## config.mk

```make
export PLATFORM = sky130hd
export DESIGN_NAME = hit_scan_enc
export DESIGN_NICKNAME = d
export VERILOG_FILES = /design/src/rtl/hit_scan_enc.sv
export SDC_FILE = /design/constraint.sdc
export NUM_CORES = 1
export LEC_CHECK = 0
export CORE_MARGIN = 3
export CORE_UTILIZATION = 45
export CTS_CLUSTER_SIZE = 14
export DETAILED_ROUTE_END_ITERATION = 10
export PLACE_DENSITY = 0.76
export SYNTH_ARGS = -nofsm -noshare
export SYNTH_HDL_FRONTEND = slang
export SYNTH_SLANG_ARGS = --single-unit
```

## constraint.sdc

```tcl
create_clock -name clk -period 2.42 [get_ports clk]
set_clock_uncertainty 0.2 [all_clocks]
set_input_delay 0.363 -clock clk [delete_from_list [all_inputs] [get_ports clk]]
set_output_delay 0.363 -clock clk [all_outputs]
set_load 0.02 [all_outputs]
```

## src/rtl/hit_scan_enc.sv

```systemverilog
// Sequential multi-hit priority encoder: reports every set bit of an accepted hit vector, lowest index first.
// Optional popcount output enabled by defining HIT_SCAN_COUNT_EN.
module hit_scan_enc #(
  parameter int SIZE = 3
) (
  input  logic                 clk,
  input  logic                 rst_n,
  input  logic                 in_valid,
  output logic                 in_ready,
  input  logic [2**SIZE-1:0]   in_hits,
  output logic                 out_valid,
  input  logic                 out_ready,
  output logic [SIZE-1:0]      out_idx,
  output logic                 out_last,
  output logic                 busy
`ifdef HIT_SCAN_COUNT_EN
  ,
  output logic [SIZE:0]        out_count
`endif
);

  localparam int N = 2**SIZE;

  typedef enum logic {IDLE, SCAN} state_t;

  state_t          state_reg, state_next;
  logic [N-1:0]    pending_reg, pending_next;
  logic [N-1:0]    pending_less;
  logic [N-1:0]    pending_cleared;
  logic [N-1:0]    lowest_onehot;
  logic            beat;
  logic            accept;
  logic            load_hits;

  // pending-1 flips the lowest set bit and everything below it, which yields
  // both the isolated lowest bit and the vector with that bit removed.
  assign pending_less    = pending_reg - N'(1);
  assign pending_cleared = pending_reg & pending_less;
  assign lowest_onehot   = pending_reg & ~pending_less;

  assign out_valid = (state_reg == SCAN);
  assign busy      = (state_reg == SCAN);
  assign out_last  = (pending_reg != '0) && (pending_cleared == '0);

  assign beat      = out_valid && out_ready;
  assign in_ready  = (state_reg == IDLE) || (beat && out_last);
  assign accept    = in_valid && in_ready;
  assign load_hits = accept && (in_hits != '0);

  // One-hot to binary: index bit gi is the OR of all one-hot positions whose index has bit gi set.
  genvar gi, gj;
  generate
    for (gi = 0; gi < SIZE; gi++) begin : g_enc_bit
      logic [N-1:0] bit_mask;
      for (gj = 0; gj < N; gj++) begin : g_mask
        assign bit_mask[gj] = 1'(gj >> gi);
      end
      assign out_idx[gi] = |(lowest_onehot & bit_mask);
    end
  endgenerate

  always_comb begin
    state_next   = state_reg;
    pending_next = pending_reg;
    case (state_reg)
      IDLE: begin
        if (load_hits) begin
          pending_next = in_hits;
          state_next   = SCAN;
        end
      end
      SCAN: begin
        if (beat) begin
          if (!out_last) begin
            pending_next = pending_cleared;
          end else if (load_hits) begin
            pending_next = in_hits;
          end else begin
            pending_next = '0;
            state_next   = IDLE;
          end
        end
      end
      default: begin
        pending_next = '0;
        state_next   = IDLE;
      end
    endcase
  end

  always_ff @(posedge clk or negedge rst_n) begin
    if (!rst_n) begin
      state_reg   <= IDLE;
      pending_reg <= '0;
    end else begin
      state_reg   <= state_next;
      pending_reg <= pending_next;
    end
  end

`ifdef HIT_SCAN_COUNT_EN
  logic [SIZE:0] count_reg;
  logic [SIZE:0] count_next;

  always_comb begin
    count_next = '0;
    for (int i = 0; i < N; i++) begin
      count_next = count_next + (SIZE+1)'(in_hits[i]);
    end
  end

  // Latched only when a vector actually starts a scan, so it stays valid for every beat.
  always_ff @(posedge clk or negedge rst_n) begin
    if (!rst_n) begin
      count_reg <= '0;
    end else if (load_hits) begin
      count_reg <= count_next;
    end
  end

  assign out_count = count_reg;
`endif

endmodule
```

==> flow_metrics.env <==
export IMPL_io_pins=19
export IMPL_hp_class="in -> async"
export IMPL_period_share=0.9927
export IMPL_crit_buf_inv=2
export IMPL_synth_simple_gate_area_share=0.2425
export IMPL_internal_power_w=0.0008000
export IMPL_vdd_drop_max_mv=0.8076
export IMPL_slowest_stage="or4_4"
export IMPL_design_area_um2=996.0
export IMPL_tightest_slew_ns=0.3938
export IMPL_setup_viol=0
export IMPL_grt_pass1_wl_um=2987
export IMPL_post_route_min_period_ns=2.402
export IMPL_drc=0
export IMPL_swShare=0.4508
export IMPL_critPathMaxFanout=3
export IMPL_wl_per_cell_um=13.85
export IMPL_crit_chain="or4_4 -> nand3_4 -> a211oi_2 -> a211oi_4 -> inv_1 -> buf_6"
export IMPL_synthTopCellsByArea="dfrtp_1, o21ai_0, nand2_1"
export IMPL_ctsHtreeMaxLevel=1
export IMPL_rrSetupSlack_ns=0.43
export IMPL_clock_latency_ns=0.26
export IMPL_worstRegToRegCells=6
export IMPL_cts_num_sinks=9
export IMPL_clkPwrFrac=0.079
export IMPL_critPathKind="reg -> out"
export IMPL_placed_cells=121
export IMPL_critPathMaxStageDelay_ns=0.57
export IMPL_yosys_area_share_adder=0
export IMPL_power_density_mw_per_mm2=1463
export IMPL_cts_path_max_buffers=2
export IMPL_setup_tns_ns=0
export IMPL_cts_tree="built"
export IMPL_core_area_mm2=0.001350
export IMPL_grt_pass1_vias=708
export IMPL_root_buffer="clkbuf_4"
export IMPL_cp_endpoint="in_ready"
export IMPL_synth_area_mux_share=0
export IMPL_p_total_w=0.001457
export IMPL_seq_area_frac_synth=0.3383
export IMPL_worstPathRequired_ns=1.86
export IMPL_final_cells=126
export IMPL_crit_cells=6
export IMPL_ys_warn_count=0
export IMPL_synth_seq_cells=9
export IMPL_synth_area_per_cell_um2=8.426
export IMPL_yosysTopAreaCellShare=0.3383
export IMPL_grt_ovfl_total=0
export IMPL_rsz0062_at_grt="true"
export IMPL_dpl_cell_area_um2=940.9
export IMPL_netlist_instances=79
export IMPL_numCtsBuffers=3
export IMPL_crit_arrival_ns=1.84
export IMPL_antenna_found_initial=0
export IMPL_largest_reg_flops=8
export IMPL_seqPwrFrac=0.199
export IMPL_maxSlewHeadroom=0.7366
export IMPL_avgViaCountPerCell=5.611
export IMPL_drv_cap=0
export IMPL_syn_num_nets=91
export IMPL_crit_path_start_kind="flop"
export IMPL_diodes=0
export IMPL_gp_congestion=0.8526
export IMPL_crit_family="simple AND/OR/NAND/NOR gates"
export IMPL_hpwl_um=1410
export IMPL_track_usage=0.2054
export IMPL_grt_max_degree=10
export IMPL_finalHoldViolations=0
export IMPL_final_max_slew_viol_count=0
export IMPL_num_rows=13
export IMPL_fin_nets=124
export IMPL_nFillCells=123
export IMPL_fmax_mhz=416.2
export IMPL_synth_cell_types=32
export IMPL_clk_pin_slew_worst_paths_ns=0.06
export IMPL_layout_drive_gt1_share=0.2793
export IMPL_r2r_start="pending_reg[0]"
export IMPL_die_width_um=44.46
export IMPL_vias=707
export IMPL_synth_xor_area_share=0.01316
export IMPL_area_delta_synth_final_pct=49.62
export IMPL_synth_compound_area_frac=0.3177
export IMPL_outcome="finished, final reports clean"
export IMPL_die_h_um=44.46
export IMPL_r2r_end="pending_reg[6]"
export IMPL_dr_pass1_iters=3
export IMPL_p_leak_nw=0.4423
export IMPL_synth_top_family_by_area="compound AO/OA/AOI/OAI gates"
export IMPL_comb_power_share=0.722
export IMPL_initial_utilization=0.4930
export IMPL_startpoint="pending_reg[0]"
export IMPL_routed_wl_um=1745
export IMPL_synth_area_um2=665.6
export IMPL_ant_nets=0
export IMPL_synth_top_area_cell="dfrtp_1"
export IMPL_worstSetupEndpointType="output port"
export IMPL_fin_util=0.7377
export IMPL_die_area_mm2=0.001977
export IMPL_power_switching_w=0.0006568
export IMPL_first_iter_violations=8
export IMPL_portBuffers=18
[cell type report]
class                           count  area, um2  area share
Multi-Input combinational cell     59      399.1      0.4008
Timing Repair Buffer               35      311.5      0.3128
Clock buffer                        4      26.28     0.02638
Tap cell                           15      18.77     0.01884
Sequential cell                     9      225.2      0.2261
Inverter                            4      15.01     0.01508
[cell usage in the layout, fill, tap and decap left out, drive strengths merged]
cell	synthesis	layout
clkbuf	3	4
a21oi	4	4
and3	1	1
clkdlybuf4s15	0	1
dfrtp	9	9
nand3b	1	1
dlygate4sd2	0	1
or4	3	3
clkdlybuf4s50	0	13
nor4	1	1
o22ai	2	2
o211ai	1	1
inv	4	4
o21ai	11	11
a211oi	5	5
nor3	1	1
buf	4	19
nand3	3	3
nor2	6	6
or2	2	2
nand2	9	9
o311ai	2	2
o41ai	2	2
dlymetal6s2s	0	1
nand2b	1	1
o221ai	2	2
xor2	1	1
o2111ai	1	1
[timing repair]
action | 4_1_cts | 5_1_grt
endpoints found under the setup margin | 4 | 3
gates resized for setup | 11 | 8
hold buffers | 0 | 0
pin swaps | 2 | 2
setup buffers | 1 | 0
[metal layers]
layer  routed length (um)  global-route usage
met1                  768              0.2494
met2                  870              0.3524
met3                   64             0.01220
met4                   42              0.1205
met5                    0                   0
[cell families after synthesis]
group                  after synthesis
AO/OA/AOI/OAI                       30
AND/OR/NAND/NOR                     28
buffers and inverters               11
flip-flops                           9
XOR/XNOR                             1
[power groups by stage]
stage	clock network [W]	registers (W)	logic [W]
4_1_cts	0.000115	0.000288	0.000973
2_1_floorplan	0	0.000266	0.000595
6_report	0.000115	0.000290	0.00105
5_1_grt	0.000123	0.000301	0.00115
3_5_place_dp	0	0.000297	0.00100
3_3_place_gp	0	0.000292	0.000981
[synthesized netlist by cell type]
master	number
buf_6	1
o2111ai_1	1
xor2_1	1
o221ai_1	2
a21oi_1	4
o311ai_0	2
a211oi_1	3
dfrtp_1	9
and3_1	1
inv_1	4
nand3b_1	1
nand2_1	9
or2_2	2
nand2b_1	1
nand3_1	2
o22ai_1	2
nor4_4	1
or4_1	2
o21ai_0	10
buf_4	2
clkbuf_2	1
nor3_1	1
buf_2	1
o41ai_1	2
nor2_1	6
clkbuf_1	2
or4_4	1
o21ai_1	1
a211oi_4	1
a211oi_2	1
o211ai_1	1
nand3_2	1
[metrics by stage]
stage          hold slack (ns)  worst slack (ns)
6_report                0.1917           0.01759
3_3_place_gp            0.4719          -0.09063
2_1_floorplan          -0.1326            0.1890
3_5_place_dp            0.4699           -0.1180
4_1_cts                 0.2080           0.01266
5_1_grt                 0.2217          -0.05460
[worst min path at each step]
stage	cells past startpoint	from	slack, ns	end
final	1	rst_n	0.19	busy
after global routing	1	rst_n	0.22	pending_reg[6]
after CTS	1	rst_n	0.21	pending_reg[6]
after detailed placement	1	busy	0.47	pending_reg[7]
after global placement	1	busy	0.47	pending_reg[7]
after floorplan	0	rst_n	-0.13	busy
No activity file was read; power rests on OpenSTA's default activity.
